[src/rtl/lockstep_pkg.sv]
// lockstep_pkg
//   Shared types and constants for the lockstep memory sequencer.
//   - lane_state_t : per-lane sequencer state (IDLE, LOAD, EXEC, STOP), 2 bits
//   - FAULT_CNT_W  : width of the saturating mismatch counter
//   - FAULT_CNT_MAX: value at which the mismatch counter stops counting
package lockstep_pkg;

  typedef enum logic [1:0] {
    IDLE = 2'd0,
    LOAD = 2'd1,
    EXEC = 2'd2,
    STOP = 2'd3
  } lane_state_t;

  localparam int FAULT_CNT_W = 8;
  localparam logic [FAULT_CNT_W-1:0] FAULT_CNT_MAX = '1;

endpackage

[src/rtl/memseq_lane.sv]
// memseq_lane
//   One redundant lane: a four-state sequencer, an AW-bit address counter
//   and a 2**AW x DW memory. LOAD fills the memory with cnt ^ SEED (with an
//   optional bit-0 inversion for fault injection), EXEC reads it back in
//   descending address order.
// Ports:
//   clk     in   clock, rising edge
//   rstn    in   synchronous active-low reset (memory contents untouched)
//   start   in   begin a run, only looked at in IDLE
//   inj     in   invert bit 0 of the word written this cycle (LOAD only)
//   state   out  current sequencer state
//   cnt     out  current address counter
//   rd_data out  combinational read of mem[cnt]
module memseq_lane
  import lockstep_pkg::*;
#(
  parameter int              DW   = 8,
  parameter int              AW   = 8,
  parameter logic [DW-1:0]   SEED = DW'(8'hA5)
) (
  input  logic              clk,
  input  logic              rstn,
  input  logic              start,
  input  logic              inj,
  output lane_state_t       state,
  output logic [AW-1:0]     cnt,
  output logic [DW-1:0]     rd_data
);

  localparam int            DEPTH   = 2 ** AW;
  localparam logic [AW-1:0] CNT_MAX = '1;

  lane_state_t   state_q, state_d;
  logic [AW-1:0] cnt_q, cnt_d;
  logic          wr_en;
  logic [DW-1:0] wr_data;
  logic [DW-1:0] mem [DEPTH];

  // Next-state and counter logic. The counter climbs through LOAD, holds at
  // all-ones on the LOAD->EXEC transition so EXEC starts at the top address,
  // then walks down to zero before STOP.
  always_comb begin
    state_d = state_q;
    cnt_d   = cnt_q;
    wr_en   = 1'b0;
    case (state_q)
      IDLE: begin
        cnt_d = '0;
        if (start) state_d = LOAD;
      end
      LOAD: begin
        wr_en = 1'b1;
        if (cnt_q == CNT_MAX) state_d = EXEC;
        else                  cnt_d   = cnt_q + AW'(1);
      end
      EXEC: begin
        if (cnt_q == '0) state_d = STOP;
        else             cnt_d   = cnt_q - AW'(1);
      end
      STOP: begin
        state_d = IDLE;
      end
      default: begin
        state_d = IDLE;
        cnt_d   = '0;
      end
    endcase
  end

  // State and counter registers with synchronous reset.
  always_ff @(posedge clk) begin
    if (!rstn) begin
      state_q <= IDLE;
      cnt_q   <= '0;
    end else begin
      state_q <= state_d;
      cnt_q   <= cnt_d;
    end
  end

  // Write pattern: counter zero-extended or truncated to DW, XORed with the
  // seed. Injection flips only bit 0 so a faulty word differs by exactly one
  // bit from its healthy twin.
  always_comb begin
    wr_data = DW'(cnt_q) ^ SEED ^ DW'(inj);
  end

  // Memory write port. Deliberately not reset so contents survive rstn.
  always_ff @(posedge clk) begin
    if (rstn && wr_en) mem[cnt_q] <= wr_data;
  end

  // Asynchronous read of the current address; the top decides when it is used.
  always_comb begin
    rd_data = mem[cnt_q];
  end

  assign state = state_q;
  assign cnt   = cnt_q;

endmodule

[src/rtl/lockstep_memseq.sv]
// lockstep_memseq
//   NCH identical memseq_lane instances run in lockstep from the same inputs.
//   The top votes the read data (lane 0 for NCH=2, bitwise majority for
//   NCH=3), compares lanes during EXEC and keeps sticky fault information.
// Ports:
//   clk        in   clock, rising edge
//   rstn       in   synchronous active-low reset
//   start      in   begin a run (IDLE only)
//   inj_en     in   fault injection strobe (effective in LOAD only)
//   inj_lane   in   lane select mask for injection
//   clr_fault  in   clear sticky fault state (a same-cycle mismatch wins)
//   busy       out  high in LOAD, EXEC, STOP
//   rd_valid   out  high in EXEC
//   rd_data    out  voted read data, 0 when rd_valid is low
//   done       out  one-cycle pulse in STOP
//   fault      out  sticky mismatch flag
//   fault_lane out  sticky per-lane blame mask
//   fault_cnt  out  saturating count of mismatching EXEC cycles
module lockstep_memseq
  import lockstep_pkg::*;
#(
  parameter int            DW   = 8,
  parameter int            AW   = 8,
  parameter int            NCH  = 2,
  parameter logic [DW-1:0] SEED = DW'(8'hA5)
) (
  input  logic                   clk,
  input  logic                   rstn,
  input  logic                   start,
  input  logic                   inj_en,
  input  logic [NCH-1:0]         inj_lane,
  input  logic                   clr_fault,
  output logic                   busy,
  output logic                   rd_valid,
  output logic [DW-1:0]          rd_data,
  output logic                   done,
  output logic                   fault,
  output logic [NCH-1:0]         fault_lane,
  output logic [FAULT_CNT_W-1:0] fault_cnt
);

  if (NCH != 2 && NCH != 3) begin : g_bad_nch
    $error("lockstep_memseq: NCH must be 2 or 3");
  end

  lane_state_t   lane_state [NCH];
  logic [AW-1:0] lane_cnt   [NCH];
  logic [DW-1:0] lane_data  [NCH];
  logic [AW+1:0] lane_tag   [NCH];
  logic [DW-1:0] voted;
  logic [NCH-1:0] blame;
  logic          any_exec;
  logic          mismatch;

  for (genvar g = 0; g < NCH; g++) begin : g_lane
    memseq_lane #(
      .DW  (DW),
      .AW  (AW),
      .SEED(SEED)
    ) u_lane (
      .clk    (clk),
      .rstn   (rstn),
      .start  (start),
      .inj    (inj_en & inj_lane[g]),
      .state  (lane_state[g]),
      .cnt    (lane_cnt[g]),
      .rd_data(lane_data[g])
    );
  end

  // Each lane's control state is folded into one tag so that a diverged FSM
  // or counter is caught even when the read data happens to agree. Any lane
  // in EXEC opens the compare window, so a lane stuck outside EXEC while the
  // others read is still seen.
  always_comb begin
    any_exec = 1'b0;
    for (int i = 0; i < NCH; i++) begin
      lane_tag[i] = {lane_state[i], lane_cnt[i]};
      any_exec    = any_exec | (lane_state[i] == EXEC);
    end
  end

  if (NCH == 3) begin : g_tmr
    // Bitwise 2-of-3 vote. A lane is blamed when its data disagrees with the
    // vote, or when its control tag disagrees with both other lanes (if all
    // three tags differ every lane gets blamed).
    always_comb begin
      voted = (lane_data[0] & lane_data[1]) |
              (lane_data[0] & lane_data[2]) |
              (lane_data[1] & lane_data[2]);
      blame[0] = (lane_data[0] != voted) |
                 ((lane_tag[0] != lane_tag[1]) & (lane_tag[0] != lane_tag[2]));
      blame[1] = (lane_data[1] != voted) |
                 ((lane_tag[1] != lane_tag[0]) & (lane_tag[1] != lane_tag[2]));
      blame[2] = (lane_data[2] != voted) |
                 ((lane_tag[2] != lane_tag[0]) & (lane_tag[2] != lane_tag[1]));
    end
  end else begin : g_dmr
    // With two lanes there is no way to tell which one is wrong, so any
    // disagreement blames both and lane 0 supplies the data.
    always_comb begin
      voted = lane_data[0];
      blame = ((lane_data[0] != lane_data[1]) || (lane_tag[0] != lane_tag[1])) ? '1 : '0;
    end
  end

  assign mismatch = any_exec & (|blame);

  // Sticky fault state, updated one cycle after the offending EXEC cycle.
  // A mismatch takes priority over clr_fault and restarts the history with
  // the new blame and a count of one.
  always_ff @(posedge clk) begin
    if (!rstn) begin
      fault      <= 1'b0;
      fault_lane <= '0;
      fault_cnt  <= '0;
    end else if (mismatch) begin
      fault      <= 1'b1;
      fault_lane <= clr_fault ? blame : (fault_lane | blame);
      if (clr_fault)                       fault_cnt <= FAULT_CNT_W'(1);
      else if (fault_cnt != FAULT_CNT_MAX) fault_cnt <= fault_cnt + FAULT_CNT_W'(1);
    end else if (clr_fault) begin
      fault      <= 1'b0;
      fault_lane <= '0;
      fault_cnt  <= '0;
    end
  end

  // Handshake outputs come from lane 0 only; divergence is reported through
  // the fault path rather than by disturbing these.
  always_comb begin
    busy     = (lane_state[0] != IDLE);
    rd_valid = (lane_state[0] == EXEC);
    done     = (lane_state[0] == STOP);
    rd_data  = rd_valid ? voted : '0;
  end

endmodule

[config.mk]
export PLATFORM = sky130hd
export DESIGN_NAME = lockstep_memseq
export DESIGN_NICKNAME = d
export VERILOG_FILES = /design/src/rtl/lockstep_pkg.sv /design/src/rtl/memseq_lane.sv /design/src/rtl/lockstep_memseq.sv
export SDC_FILE = /design/constraint.sdc
export NUM_CORES = 2
export LEC_CHECK = 0
export ABC_AREA = 0
export CAP_MARGIN = 20
export CORE_MARGIN = 2
export CORE_UTILIZATION = 50
export CTS_BUF_LIST = sky130_fd_sc_hd__clkbuf_2 sky130_fd_sc_hd__clkbuf_4 sky130_fd_sc_hd__clkbuf_8
export DETAILED_ROUTE_END_ITERATION = 7
export PLACE_DENSITY = 0.75
export RECOVER_POWER = 100
export SYNTH_ARGS = -nofsm -noshare
export SYNTH_HDL_FRONTEND = slang
export SYNTH_SLANG_ARGS = --single-unit
[constraint.sdc]
create_clock -name clk -period 12.3 [get_ports clk]
set_clock_uncertainty 0.15 [all_clocks]
set_input_delay 2.46 -clock clk [delete_from_list [all_inputs] [get_ports clk]]
set_output_delay 2.46 -clock clk [all_outputs]
set_load 0.005 [all_outputs]
==> summary.txt <==
Register-to-Register Setup Slack: 2.30 ns
warning count from the yosys run: 0
placeable core area: 0.3214 mm^2
DRC violation count after routing: 0
logic depth of the worst register-to-register path: 4
number of library cell types mapped by synthesis: 84
critical path startpoint: inj_en
final estimated routing congestion in global placement: 0.9397
share of the synthesized area in the top cell type: 0.7606
Max Fanout on Critical Path: 96
violated checks: max-capacitance violations, max-slew violations
placed cell area: 0.1665 mm^2
cell type contributing the most total cell area after synthesis: sky130_fd_sc_hd__edfxtp_1
clock-pin slew on the worst setup and hold paths: 0.06 ns
die outline height: 572.7 um
Avg Inst Size Synth: 21.03 um^2
maximum frequency from static timing analysis: 99.69 MHz
net count after synthesis: 7720
number of hold-slack violations in the final timing report: 0
total number of vias: 83.57k
cell chosen for the clock root: sky130_fd_sc_hd__clkbuf_8
endpoint of the worst-slack reg-to-reg timing path: g_lane[0].u_lane.mem[167][6]
Logic pwr share: 0.218
cts repair resizes: 0
Data required, critical path: 12.50 ns
number of buffer cells added on primary ports: 28
sort of element at the end of the critical path: flop
source of the worst register-to-register timing path: g_lane[0].u_lane.cnt[1]
# rows: 208
total power of the final layout: 0.03573 W
crit path time final: 10.03 ns
die width: 572.7 um
dominant register cell in the synthesized netlist: sky130_fd_sc_hd__edfxtp_1
cell count of the worst hold path: 2
Die Area: 0.3280 mm^2
arrival time at the worst endpoint: 10.23 ns
highest-count cells in the layout ignoring fill and taps: sky130_fd_sc_hd__edfxtp_1, sky130_fd_sc_hd__mux4_2, sky130_fd_sc_hd__clkbuf_8
static leakage power: 52.89 nW
H-Tree Level Count: 6
Final Slew Violations: 4332
post-detailed-route wirelength per cell: 32.28 um
pin count of the biggest net entering global routing: 256
maximum buffer depth of the clock tree: 4
share of total power in sequential cells: 0.469
number of design-rule violations left by the first detailed-router iteration: 13.80k
slew at the pin closest to its max-slew limit: 5.304 ns
fraction of synthesis flops using an asynchronous set or reset pin: 0
share of final-layout standard cells stronger than drive strength 1: 0.2513
fillcell total: 23.06k
CTS Sinks: 4143
global route hottest layer: met2
startpoint kind of the worst setup timing path: input pin
synthesized flop and latch total: 4143
final setup fails: 0
met1 GRT Util: 0.3391
Non-Filler Cell Area, Final: 0.1785 mm^2
Min Hold Slack: 0.3149 ns
synthesized instance count: 7688
global route overflow: 0
number of vias per cell after detailed routing: 6.488
share of power burned in the clock network: 0.313
number of enable-type register cells in the synthesized netlist: 4096
total power density per cell area: 200.1 mW/mm^2
DR pass1 iterations: 8
hold-fix buffers at CTS: 0
count of nets after finishing: 8111
class of the tightest hold or removal check: flop to flop
number of global-route vias before repair: 82.25k
wirelength, routed: 415800 um
Clk Latency, worst-skew pair: 1.24 ns
design internal power: 0.02522 W
layout overhead on the synthesized area: 10.40%
ports placed on the boundary: 29
Sw Pwr: 0.01051 W
register area share after synthesis: 0.7664
HPWL after DPL: 250200 um
startpoint-to-endpoint class of the critical path: input pin to flop
number of buffers created by CTS: 633
most common cell after layout, fill and taps aside: sky130_fd_sc_hd__edfxtp_1
max-cap violation count: 72
global routing met3 resource utilization: 0.07738
Switching Share: 0.2942
post-route clock period utilization: 0.8156
antenna violations before repair: 16
GRT Util Overall: 0.2484
largest cells by area after synthesis: sky130_fd_sc_hd__edfxtp_1, sky130_fd_sc_hd__mux4_2, sky130_fd_sc_hd__mux2i_1
unrepaired setup endpoints after global routing: false
grt met2 use: 0.3666
worst hold start: fault_lane[0]
endpoint of the worst hold path: fault_lane[0]
final total negative setup slack: 0 ns
largest voltage drop on the vdd net: 0.2242 mV
initial core utilization: 0.5031
run status: complete, but fails checks
first-pass GRT wire length: 591100 um
antenna-violating nets left: 0
Synth Cell Area: 0.1617 mm^2
setup repair bufs after CTS: 0
clock tree from TritonCTS: yes
Worst slew margin: -2.536
registers in the layout, summed over array words and instances, names as in the netlist, named ones only:
name                 count
g_lane.u_lane.state      4
fault_lane               2
fault_cnt                8
g_lane.u_lane.mem     4096
g_lane.u_lane.cnt       16
fault                    1
per-layer routing:
layer  share of wire  wire length, um  vias to the layer above
li1                -                -                    32870
met1            0.36           149400                    43110
met2            0.45           187600                     6343
met3            0.14            56440                     1231
met4           0.053            21870                       16
met5          0.0011              472                        -
critical path, stage by stage:
cell                            delay, ns
sky130_fd_sc_hd__dlygate4sd3_1       0.56
sky130_fd_sc_hd__nand2_1             0.27
sky130_fd_sc_hd__xor2_4              0.17
sky130_fd_sc_hd__clkbuf_1            2.74
sky130_fd_sc_hd__clkbuf_1            0.81
sky130_fd_sc_hd__clkbuf_1            3.10
cell type report:
type | instances | area, um^2 | share of cell area
clock buffer | 846 | 10370 | 0.05807
timing repair buffer | 198 | 1544 | 0.008648
inverter | 31 | 123.9 | 0.0006938
sequential | 4143 | 124000 | 0.6944
antenna | 15 | 37.54 | 0.0002102
clock inverter | 270 | 1906 | 0.01067
multi-input combinational | 3072 | 35190 | 0.1971
tap | 4305 | 5386 | 0.03017
cells in the mapped netlist, drive strengths merged (7+ instances only):
| master | instances |
|---|---|
| a22oi | 200 |
| a211oi | 20 |
| a221oi | 35 |
| ha | 23 |
| and3 | 12 |
| mux4 | 987 |
| buf | 273 |
| a31oi | 15 |
| inv | 31 |
| nand3 | 101 |
| or4 | 9 |
| xor2 | 12 |
| a311oi | 7 |
| nand2 | 197 |
| dfxtp | 47 |
| or3 | 9 |
| a22o | 34 |
| nor2 | 603 |
| o21bai | 9 |
| o21ai | 32 |
| o22ai | 28 |
| edfxtp | 4096 |
| nor2b | 57 |
| a2111oi | 9 |
| and2 | 19 |
| nor4 | 25 |
| o2111ai | 8 |
| a21oi | 126 |
| o211ai | 11 |
| nand2b | 18 |
| nor3 | 34 |
| o221ai | 8 |
| mux2 | 33 |
| mux2i | 281 |
| xnor2 | 17 |
| a21boi | 10 |
| nand4 | 23 |
| clkbuf | 169 |
power by group through the flow:
stage / clock, W / combinational (W) / sequential [W]
after floorplan: 0 / 0.00516 / 0.0170
after global placement: 0 / 0.00754 / 0.0168
after detailed placement: 0 / 0.00771 / 0.0169
after CTS: 0.0112 / 0.00772 / 0.0166
after global routing: 0.0118 / 0.00808 / 0.0168
final: 0.0112 / 0.00780 / 0.0167
how the worst max path moves through the flow:
| stage | to | cells past startpoint |
|---|---|---|
| after floorplan | g_lane[0].u_lane.mem[0][0] | 2 |
| after global placement | rd_data[0] | 10 |
| after detailed placement | rd_data[1] | 10 |
| after CTS | rd_data[1] | 10 |
| after global routing | g_lane[0].u_lane.mem[123][1] | 2 |
| final | g_lane[1].u_lane.mem[51][0] | 6 |
per-stage QoR:
step           utilization  setup WS, ns  cells
2_1_floorplan            -         1.528   7688
3_3_place_gp        0.5177         4.028  11730
3_5_place_dp        0.5181         4.284  11740
4_1_cts             0.5562         3.033  12850
5_1_grt             0.5554         1.619  12870
6_report            0.5555         2.269  12880
cell families (layout without fill, tap and decap cells):
| family | count (synthesis) | in the layout | share of synthesized area |
|---|---|---|---|
| compound gates | 592 | 592 | 0.02595 |
| xor+xnor | 29 | 29 | 0.001571 |
| fa+ha+maj | 25 | 25 | 0.002027 |
| buf+inv | 473 | 1345 | 0.01640 |
| flops | 4143 | 4143 | 0.7664 |
| mux | 1301 | 1301 | 0.1571 |
| other cells | 0 | 15 | 0 |
| simple gates | 1125 | 1125 | 0.03049 |
No activity file was read; power rests on OpenSTA's default activity.
